**src/rtl/pipe_mem_arbiter_if.sv**
```systemverilog
// Memory-side bus shared by instruction fetch and data access.
// The arbiter is the master; the memory model or controller is the slave.
interface pipe_mem_arbiter_if #(
    parameter int WIDTH = 32
);
    logic             mem_req;
    logic             mem_we;
    logic [WIDTH-1:0] mem_addr;
    logic [WIDTH-1:0] mem_wdata;
    logic [WIDTH-1:0] mem_rdata;
    logic             mem_ready;

    modport master (
        output mem_req, mem_we, mem_addr, mem_wdata,
        input  mem_rdata, mem_ready
    );

    modport slave (
        input  mem_req, mem_we, mem_addr, mem_wdata,
        output mem_rdata, mem_ready
    );
endinterface

```
**src/rtl/pipe_mem_arbiter.sv**
```systemverilog
// Shares one variable-latency memory between IF and MEM: stalls the pipeline,
// services the data access and then the fetch, and releases stall for one cycle.
module pipe_mem_arbiter #(
    parameter int WIDTH    = 32,
    parameter int MAX_WAIT = 15
) (
    input  logic               clk,
    input  logic               reset,
    input  logic [WIDTH-1:0]   if_addr,
    input  logic               dm_req,
    input  logic               dm_we,
    input  logic [WIDTH-1:0]   dm_addr,
    input  logic [WIDTH-1:0]   dm_wdata,
    output logic               stall,
    output logic [WIDTH-1:0]   instr,
    output logic [WIDTH-1:0]   rdata,
    output logic               err,
    output logic [1:0]         err_code,
    pipe_mem_arbiter_if.master mem
);
    typedef enum logic [2:0] {IDLE, DATA, FETCH, ADV, ERR} state_t;

    localparam logic [7:0]       LAST_WAIT = 8'(MAX_WAIT - 1);
    localparam logic [WIDTH-1:0] NOP       = WIDTH'(32'h0000_0013);

    state_t           state_q, state_d;
    logic [7:0]       wait_cnt_q, wait_cnt_d;
    logic [WIDTH-1:0] instr_q, instr_d;
    logic [WIDTH-1:0] rdata_q, rdata_d;
    logic [1:0]       err_code_q, err_code_d;
    logic             mem_req_q, mem_req_d;
    logic             mem_we_q, mem_we_d;
    logic [WIDTH-1:0] mem_addr_q, mem_addr_d;
    logic [WIDTH-1:0] mem_wdata_q, mem_wdata_d;

    always_comb begin
        state_d     = state_q;
        wait_cnt_d  = wait_cnt_q;
        instr_d     = instr_q;
        rdata_d     = rdata_q;
        err_code_d  = err_code_q;
        mem_req_d   = 1'b0;
        mem_we_d    = 1'b0;
        mem_addr_d  = '0;
        mem_wdata_d = '0;

        case (state_q)
            IDLE: begin
                // data alignment is checked first so its code wins
                if (dm_req && (dm_addr[1:0] != 2'b00)) begin
                    state_d    = ERR;
                    err_code_d = 2'b10;
                end else if (if_addr[1:0] != 2'b00) begin
                    state_d    = ERR;
                    err_code_d = 2'b11;
                end else begin
                    state_d    = dm_req ? DATA : FETCH;
                    wait_cnt_d = '0;
                end
            end
            DATA: begin
                if (mem.mem_ready) begin
                    if (!dm_we) rdata_d = mem.mem_rdata;
                    state_d    = FETCH;
                    wait_cnt_d = '0;
                end else if (wait_cnt_q == LAST_WAIT) begin
                    state_d    = ERR;
                    err_code_d = 2'b01;
                end else begin
                    wait_cnt_d = wait_cnt_q + 8'd1;
                end
            end
            FETCH: begin
                if (mem.mem_ready) begin
                    instr_d = mem.mem_rdata;
                    state_d = ADV;
                end else if (wait_cnt_q == LAST_WAIT) begin
                    state_d    = ERR;
                    err_code_d = 2'b01;
                end else begin
                    wait_cnt_d = wait_cnt_q + 8'd1;
                end
            end
            ADV:     state_d = IDLE;
            ERR:     state_d = ERR;
            default: state_d = IDLE;
        endcase

        // bus registers are loaded from the next state so they are stable
        // for the whole request and drop the cycle after mem_ready
        case (state_d)
            DATA: begin
                mem_req_d   = 1'b1;
                mem_we_d    = dm_we;
                mem_addr_d  = dm_addr;
                mem_wdata_d = dm_wdata;
            end
            FETCH: begin
                mem_req_d  = 1'b1;
                mem_addr_d = if_addr;
            end
            default: ;
        endcase
    end

    always_ff @(posedge clk) begin
        if (!reset) begin
            state_q     <= IDLE;
            wait_cnt_q  <= '0;
            instr_q     <= NOP;
            rdata_q     <= '0;
            err_code_q  <= '0;
            mem_req_q   <= 1'b0;
            mem_we_q    <= 1'b0;
            mem_addr_q  <= '0;
            mem_wdata_q <= '0;
        end else begin
            state_q     <= state_d;
            wait_cnt_q  <= wait_cnt_d;
            instr_q     <= instr_d;
            rdata_q     <= rdata_d;
            err_code_q  <= err_code_d;
            mem_req_q   <= mem_req_d;
            mem_we_q    <= mem_we_d;
            mem_addr_q  <= mem_addr_d;
            mem_wdata_q <= mem_wdata_d;
        end
    end

    assign stall         = (state_q != ADV);
    assign err           = (state_q == ERR);
    assign err_code      = err_code_q;
    assign instr         = instr_q;
    assign rdata         = rdata_q;
    assign mem.mem_req   = mem_req_q;
    assign mem.mem_we    = mem_we_q;
    assign mem.mem_addr  = mem_addr_q;
    assign mem.mem_wdata = mem_wdata_q;
endmodule

```
**src/flat_wrapper.sv**
```systemverilog
// flat-port wrapper written by rule: the top's interface ports become plain ports
module pipe_mem_arbiter_flat 
#(
    parameter int WIDTH    = 32,
    parameter int MAX_WAIT = 15
)
  (clk, reset, if_addr, dm_req, dm_we, dm_addr, dm_wdata, stall, instr, rdata, err, err_code, mem_mem_req, mem_mem_we, mem_mem_addr, mem_mem_wdata, mem_mem_rdata, mem_mem_ready);
  pipe_mem_arbiter_if #(.WIDTH(WIDTH)) mem_i ();
  input  logic clk;
  input  logic reset;
  input  logic [WIDTH-1:0] if_addr;
  input  logic dm_req;
  input  logic dm_we;
  input  logic [WIDTH-1:0] dm_addr;
  input  logic [WIDTH-1:0] dm_wdata;
  output logic stall;
  output logic [WIDTH-1:0] instr;
  output logic [WIDTH-1:0] rdata;
  output logic err;
  output logic [1:0] err_code;
  output wire logic [$bits(mem_i.mem_req)-1:0] mem_mem_req;
  output wire logic [$bits(mem_i.mem_we)-1:0] mem_mem_we;
  output wire logic [$bits(mem_i.mem_addr)-1:0] mem_mem_addr;
  output wire logic [$bits(mem_i.mem_wdata)-1:0] mem_mem_wdata;
  input wire logic [$bits(mem_i.mem_rdata)-1:0] mem_mem_rdata;
  input wire logic [$bits(mem_i.mem_ready)-1:0] mem_mem_ready;
  assign mem_mem_req = mem_i.mem_req;
  assign mem_mem_we = mem_i.mem_we;
  assign mem_mem_addr = mem_i.mem_addr;
  assign mem_mem_wdata = mem_i.mem_wdata;
  assign mem_i.mem_rdata = mem_mem_rdata;
  assign mem_i.mem_ready = mem_mem_ready;
  pipe_mem_arbiter #(.WIDTH(WIDTH), .MAX_WAIT(MAX_WAIT)) u_core (.clk(clk), .reset(reset), .if_addr(if_addr), .dm_req(dm_req), .dm_we(dm_we), .dm_addr(dm_addr), .dm_wdata(dm_wdata), .stall(stall), .instr(instr), .rdata(rdata), .err(err), .err_code(err_code), .mem(mem_i));
endmodule
```
**config.mk**
```make
export PLATFORM = sky130hd
export DESIGN_NAME = pipe_mem_arbiter_flat
export DESIGN_NICKNAME = d
export VERILOG_FILES = /design/src/rtl/pipe_mem_arbiter_if.sv /design/src/rtl/pipe_mem_arbiter.sv /design/src/flat_wrapper.sv
export SDC_FILE = /design/constraint.sdc
export NUM_CORES = 1
export LEC_CHECK = 0
export CAP_MARGIN = 5
export CORE_MARGIN = 4
export CORE_UTILIZATION = 45
export CTS_BUF_LIST = sky130_fd_sc_hd__clkbuf_4 sky130_fd_sc_hd__clkbuf_8
export DETAILED_ROUTE_END_ITERATION = 12
export PLACE_DENSITY = 0.95
export SYNTH_ARGS = -nofsm -noshare
export SYNTH_HDL_FRONTEND = slang
export SYNTH_SLANG_ARGS = --single-unit
```
**constraint.sdc**
```tcl
create_clock -name clk -period 2.8 [get_ports clk]
set_input_delay 0.84 -clock clk [delete_from_list [all_inputs] [get_ports clk]]
set_output_delay 0.84 -clock clk [all_outputs]
set_load 0.03 [all_outputs]
```
* Word-level counts from Yosys, hierarchy flattened
Index checks and enable logic that the tools add are counted.
** Storage, ports and cells
- Bits in registers :: 143
- Input port bits :: 133
- Output and inout bits :: 134
- Logic and storage cells :: 57
** Cells by class
- Add/sub/neg operators :: 1
- Equality and inequality tests :: 13
- Muxes and demuxes :: 20
- Bitwise gates (word level) :: 1
- Reduce and logical (&&, ||, !) cells :: 13
** Operators with widths (count)
- 32-bit case mux with 2 select lines :: 1
- 8-bit 2-to-1 mux :: 5
- 8-bit case mux with 3 select lines :: 1
- 3-bit 2-to-1 mux :: 5
- 3-bit case mux with 4 select lines :: 1
- 2-bit 2-to-1 mux :: 5
- 8-bit by 1-bit adder with 8-bit output, second input constant :: 1
- 8-bit by 4-bit equality test with 1-bit output, second input constant :: 1
- 2-bit != test, second input constant :: 4
- 4-bit AND reduction :: 2
- 3-bit by 1-bit equality test with 1-bit output, second input constant :: 2
- 3-bit by 2-bit equality test with 1-bit output, second input constant :: 2
- 2-bit nonzero test :: 3
- 2-bit case mux with 2 select lines :: 1
- 2-bit AND reduction :: 2
- 2-bit OR reduction :: 2
- 3-bit equality test, second input constant :: 1
- 3-bit zero test :: 1
- 3-bit by 1-bit != test with 1-bit output, second input constant :: 1
- 3-bit by 2-bit != test with 1-bit output, second input constant :: 1
- 3-bit AND reduction :: 1
- 3-bit nonzero test :: 1
- 2-bit by 1-bit != test with 1-bit output, second input constant :: 1
- 1-bit logical AND :: 1
- other kinds (2) :: 2

* Longest topological paths before layout
- Depth after elaboration :: 7
- Depth in mapped cells :: 7
- Mapped depth without buffers :: 6

* Worst setup path before layout
OpenSTA, ideal clock, no wires.
- Path kind :: in2reg
- Start point :: input port if_addr[0]
- End point :: register u_core.mem_wdata_q[10], in the netlist u_core.mem.mem_wdata[10]
- Setup time :: 0.060 ns
- Arrival :: 2.084 ns
- Data required time :: 2.740 ns
- Path slack :: 0.656 ns
- Stages :: 5
- Path buffers :: 1
- Cells stage by stage :: or2_1 > o31a_1 > a211oi_2 > clkbuf_1 > and3_1
** Between the ends
- Cells in the longest elaborated chain, start to end :: 6
** Ends and longest elaborated chain
- start: declaration :: RTL line flat_wrapper.sv:11 : input logic [WIDTH-1:0] if_addr;
- 2-bit nonzero test :: RTL line pipe_mem_arbiter.sv:53 : end else if (if_addr[1:0] != 2'b00) begin
- 3-bit 2-to-1 mux :: RTL line pipe_mem_arbiter.sv:53
- 3-bit 2-to-1 mux :: RTL line pipe_mem_arbiter.sv:50 : if (dm_req && (dm_addr[1:0] != 2'b00)) begin
- 3-bit case mux with 4 select lines :: RTL line pipe_mem_arbiter.sv:47 : case (state_q)
- 3-bit by 1-bit equality test with 1-bit output :: RTL line pipe_mem_arbiter.sv:91 : case (state_d)
- 2-bit AND reduction (no source line)
- end signal: assignment :: RTL line pipe_mem_arbiter.sv:126 : mem_wdata_q <= mem_wdata_d;
- end: declaration :: RTL line pipe_mem_arbiter.sv:34 : logic [WIDTH-1:0] mem_wdata_q, mem_wdata_d;
Every way passes these cells.
A chain may end at the register's enable or synchronous reset.

* Worst setup path after layout
- Start point :: register u_core.state_q[0]
- End point :: output port err
** Between the ends
- Cells in the longest elaborated chain, start to end :: 1
** Ends and longest elaborated chain
- start: declaration :: RTL line pipe_mem_arbiter.sv:26 : state_t state_q, state_d;
- start signal: assignment :: RTL line pipe_mem_arbiter.sv:118 : state_q <= state_d;
- 3-bit equality test :: RTL line pipe_mem_arbiter.sv:131 : assign err = (state_q == ERR);
- end: declaration :: RTL line flat_wrapper.sv:19 : output logic err;
Every way passes these cells.

==> metrics.cfg <==
[status]
status = finished, final reports clean

[sta]
fmax_mhz = 366
fin_hold_ws_ps = 452
finalWorstSetupSlack_ps = 65.8
finalHoldViolCount = 0
period_share = 0.977
tightest_slew_ps = 1040
maxSlewViolCount = 0
maxSlewHeadroom = 0.306
rsz0062_at_grt = false
finalClockSkew_ps = 10.7
period_minus_slack_ps = 2730
setup_viol = 0

[clocking]
root_buffer = clkbuf_8
htreeDepth = 4
clock_path_buffers = 2
cts_tree = built
path_clk_slew_ps = 80
clock-sinks = 143
numCtsBuffers = 17
post_cts_buffers = 0
clk_latency_ps = 440

[logic_synthesis]
yosysWarningCount = 0
synthFlopType = dfxtp_1
ys_types = 48
syn_avg_cell_area_um2 = 8.83
syn-num-nets = 741
synth_area_mm2 = 0.00535
async_reset_ff_frac = 0
seq_area_frac_synth = 0.535
synth-edff-count = 0
netlist_instances = 606
synth_seq_cells = 143

[critical_path]
cp.arrival_ps = 1890
worstSetupPathType = flip-flop to output port
end_kind = output port
crit_fanout = 12
r2r_setup_slack_ps = 440
critPathLaunchType = flip-flop
worst_ep_required_time_ps = 1960

[final_layout]
n_fill_cell = 772
final_util = 0.748
antenna_cells = 0
design_area_mm2 = 0.00861
fin_nets = 992
multi_input_area_mm2 = 0.00225
area_growth_pct = 61.0
regArea_mm2 = 0.00286
drive_gt1_frac = 0.0737

[drt]
routed_wl_um = 18300
vias = 5602
vias_per_cell = 5.54
firstDrtPassIters = 5
antenna_left = 0
m1WireLength_um = 6830
drc = 0
routed-wl-met2_um = 9070
dr.first_iter.drc_count = 537
dr_wl_met3_um = 1970
wl_per_cell_um = 18.1
dr.max_layer_used = met4

[place]
preCtsSetupSlack_ps = -53.3
routabilityCongestion = 0.846
post_dp_cell_area_mm2 = 0.00819
dp_hpwl_um = 12800
io_buffers = 266

[power_and_ir_drop]
ir_drop_v = 0.000402
p_leak_nw = 3.19
finalPower_w = 0.00462
powerDensity_mw_per_mm2 = 536

[global_route]
grt_start_max_net_pins = 62
grt_usage = 0.261
antenna_found_initial = 0
grt_pass1_vias = 5530
grt_pass1_wl_um = 27900
overflow = 0

[floorplanning]
dieArea_mm2 = 0.0137
initial_core_util = 0.465
die_w_um = 117
fp.dieH_um = 117
rows = 39
core-area_mm2 = 0.0115
num_io_pins = 267

[hold_path]
hold_class = flip-flop to flip-flop

[flow_run]
maxCapViolCount = 0

## flip-flops by register name (all words and copies together) (netlist names)
name,flops
u_core.mem.mem_req,1
u_core.mem.mem_wdata,32
u_core.wait_cnt_q,8
u_core.rdata,32
u_core.err_code,2
u_core.mem.mem_addr,32
u_core.instr,32
u_core.state_q,3
u_core.mem.mem_we,1
## Yosys cell counts (4+ instances only)
cell,n,share of area
clkbuf_1,32,0.022
and2_1,4,0.0047
a21oi_1,98,0.092
nand2_1,130,0.091
o21ai_0,6,0.0056
a211oi_1,4,0.0056
buf_2,12,0.011
o2111ai_1,32,0.052
nor2_1,8,0.0056
or3_1,4,0.0047
a31oi_1,4,0.0047
nor3_1,5,0.0047
dfxtp_1,143,0.54
buf_1,4,0.0028
buf_6,4,0.0084
and3_1,34,0.040
nand3_1,39,0.036
## final timing paths
path | from | end | cells after the start
max reg2reg | u_core.wait_cnt_q[1] | u_core.mem.mem_wdata[4] | 5
min reg2reg | u_core.rdata[25] | u_core.rdata[25] | 2
max | u_core.state_q[0] | err | 3
min | u_core.rdata[25] | u_core.rdata[25] | 2
## cells in the final DEF, fill, tap and decap left out, types with 6 or more instances in the layout
| cell type | instances |
|---|---|
| dfxtp_1 | 142 |
| clkbuf_8 | 22 |
| o2111ai_1 | 32 |
| and3_1 | 34 |
| buf_12 | 7 |
| buf_4 | 11 |
| nor2_1 | 7 |
| nand3_1 | 39 |
| clkdlybuf4s50_1 | 266 |
| o21ai_0 | 6 |
| a21oi_1 | 98 |
| nand2_1 | 130 |
## cells by family (layout without fill, tap and decap cells)
logic type,count (synthesis),in the layout,share of synthesized area
AND/OR/NAND/NOR,242,242,0.212
XOR/XNOR,1,1,0.00164
adder cells (fa/ha/maj),2,2,0.00468
buffers and inverters,54,316,0.0463
AO/OA/AOI/OAI,164,164,0.200
flip-flops,143,143,0.535
## where the power goes
group	internal, W	total [W]	leakage, nW	switching [W]
clock	0.00102	0.00176	0.218	0.000741
sequential	0.00209	0.00212	1.16	0.0000291
combinational	0.000364	0.000736	1.81	0.000373
total	0.00348	0.00462	3.19	0.00114
## metrics by stage
stage / instances / TNS, ps
after floorplan: 606 / 0
after global placement: 981 / 0
after detailed placement: 981 / -627
after CTS: 1011 / 0
after global routing: 1011 / 0
final: 1011 / 0
## area by class of cell
| cell class | count | share of cell area |
|---|---|---|
| repair buffers | 284 | 0.335 |
| flip-flops and latches | 143 | 0.332 |
| multi-input cells | 409 | 0.261 |
| clock buffers | 25 | 0.0378 |
| well taps | 143 | 0.0208 |
| clock inverters | 5 | 0.0119 |
| inverters | 2 | 0.000871 |
## timing repair
action / 4_1_cts / 5_1_grt
hold buffers: 0 / 0
endpoints found under the hold margin: 0 / 0
endpoints found under the setup margin: 0 / 1
gates resized for setup: 0 / 1
## metal layers
layer	up-vias	GRT usage
met2	266	0.453
met3	26	0.105
li1	2661	-
met1	2649	0.288
met4	0	0.0979
met5	-	0
## critical path, stage by stage (launching register included)
cell	delay [ps]
dfxtp_1	550
nor2_1	110
and2_1	160
clkdlybuf4s50_1	620
Power figures use the tool's default switching activity.
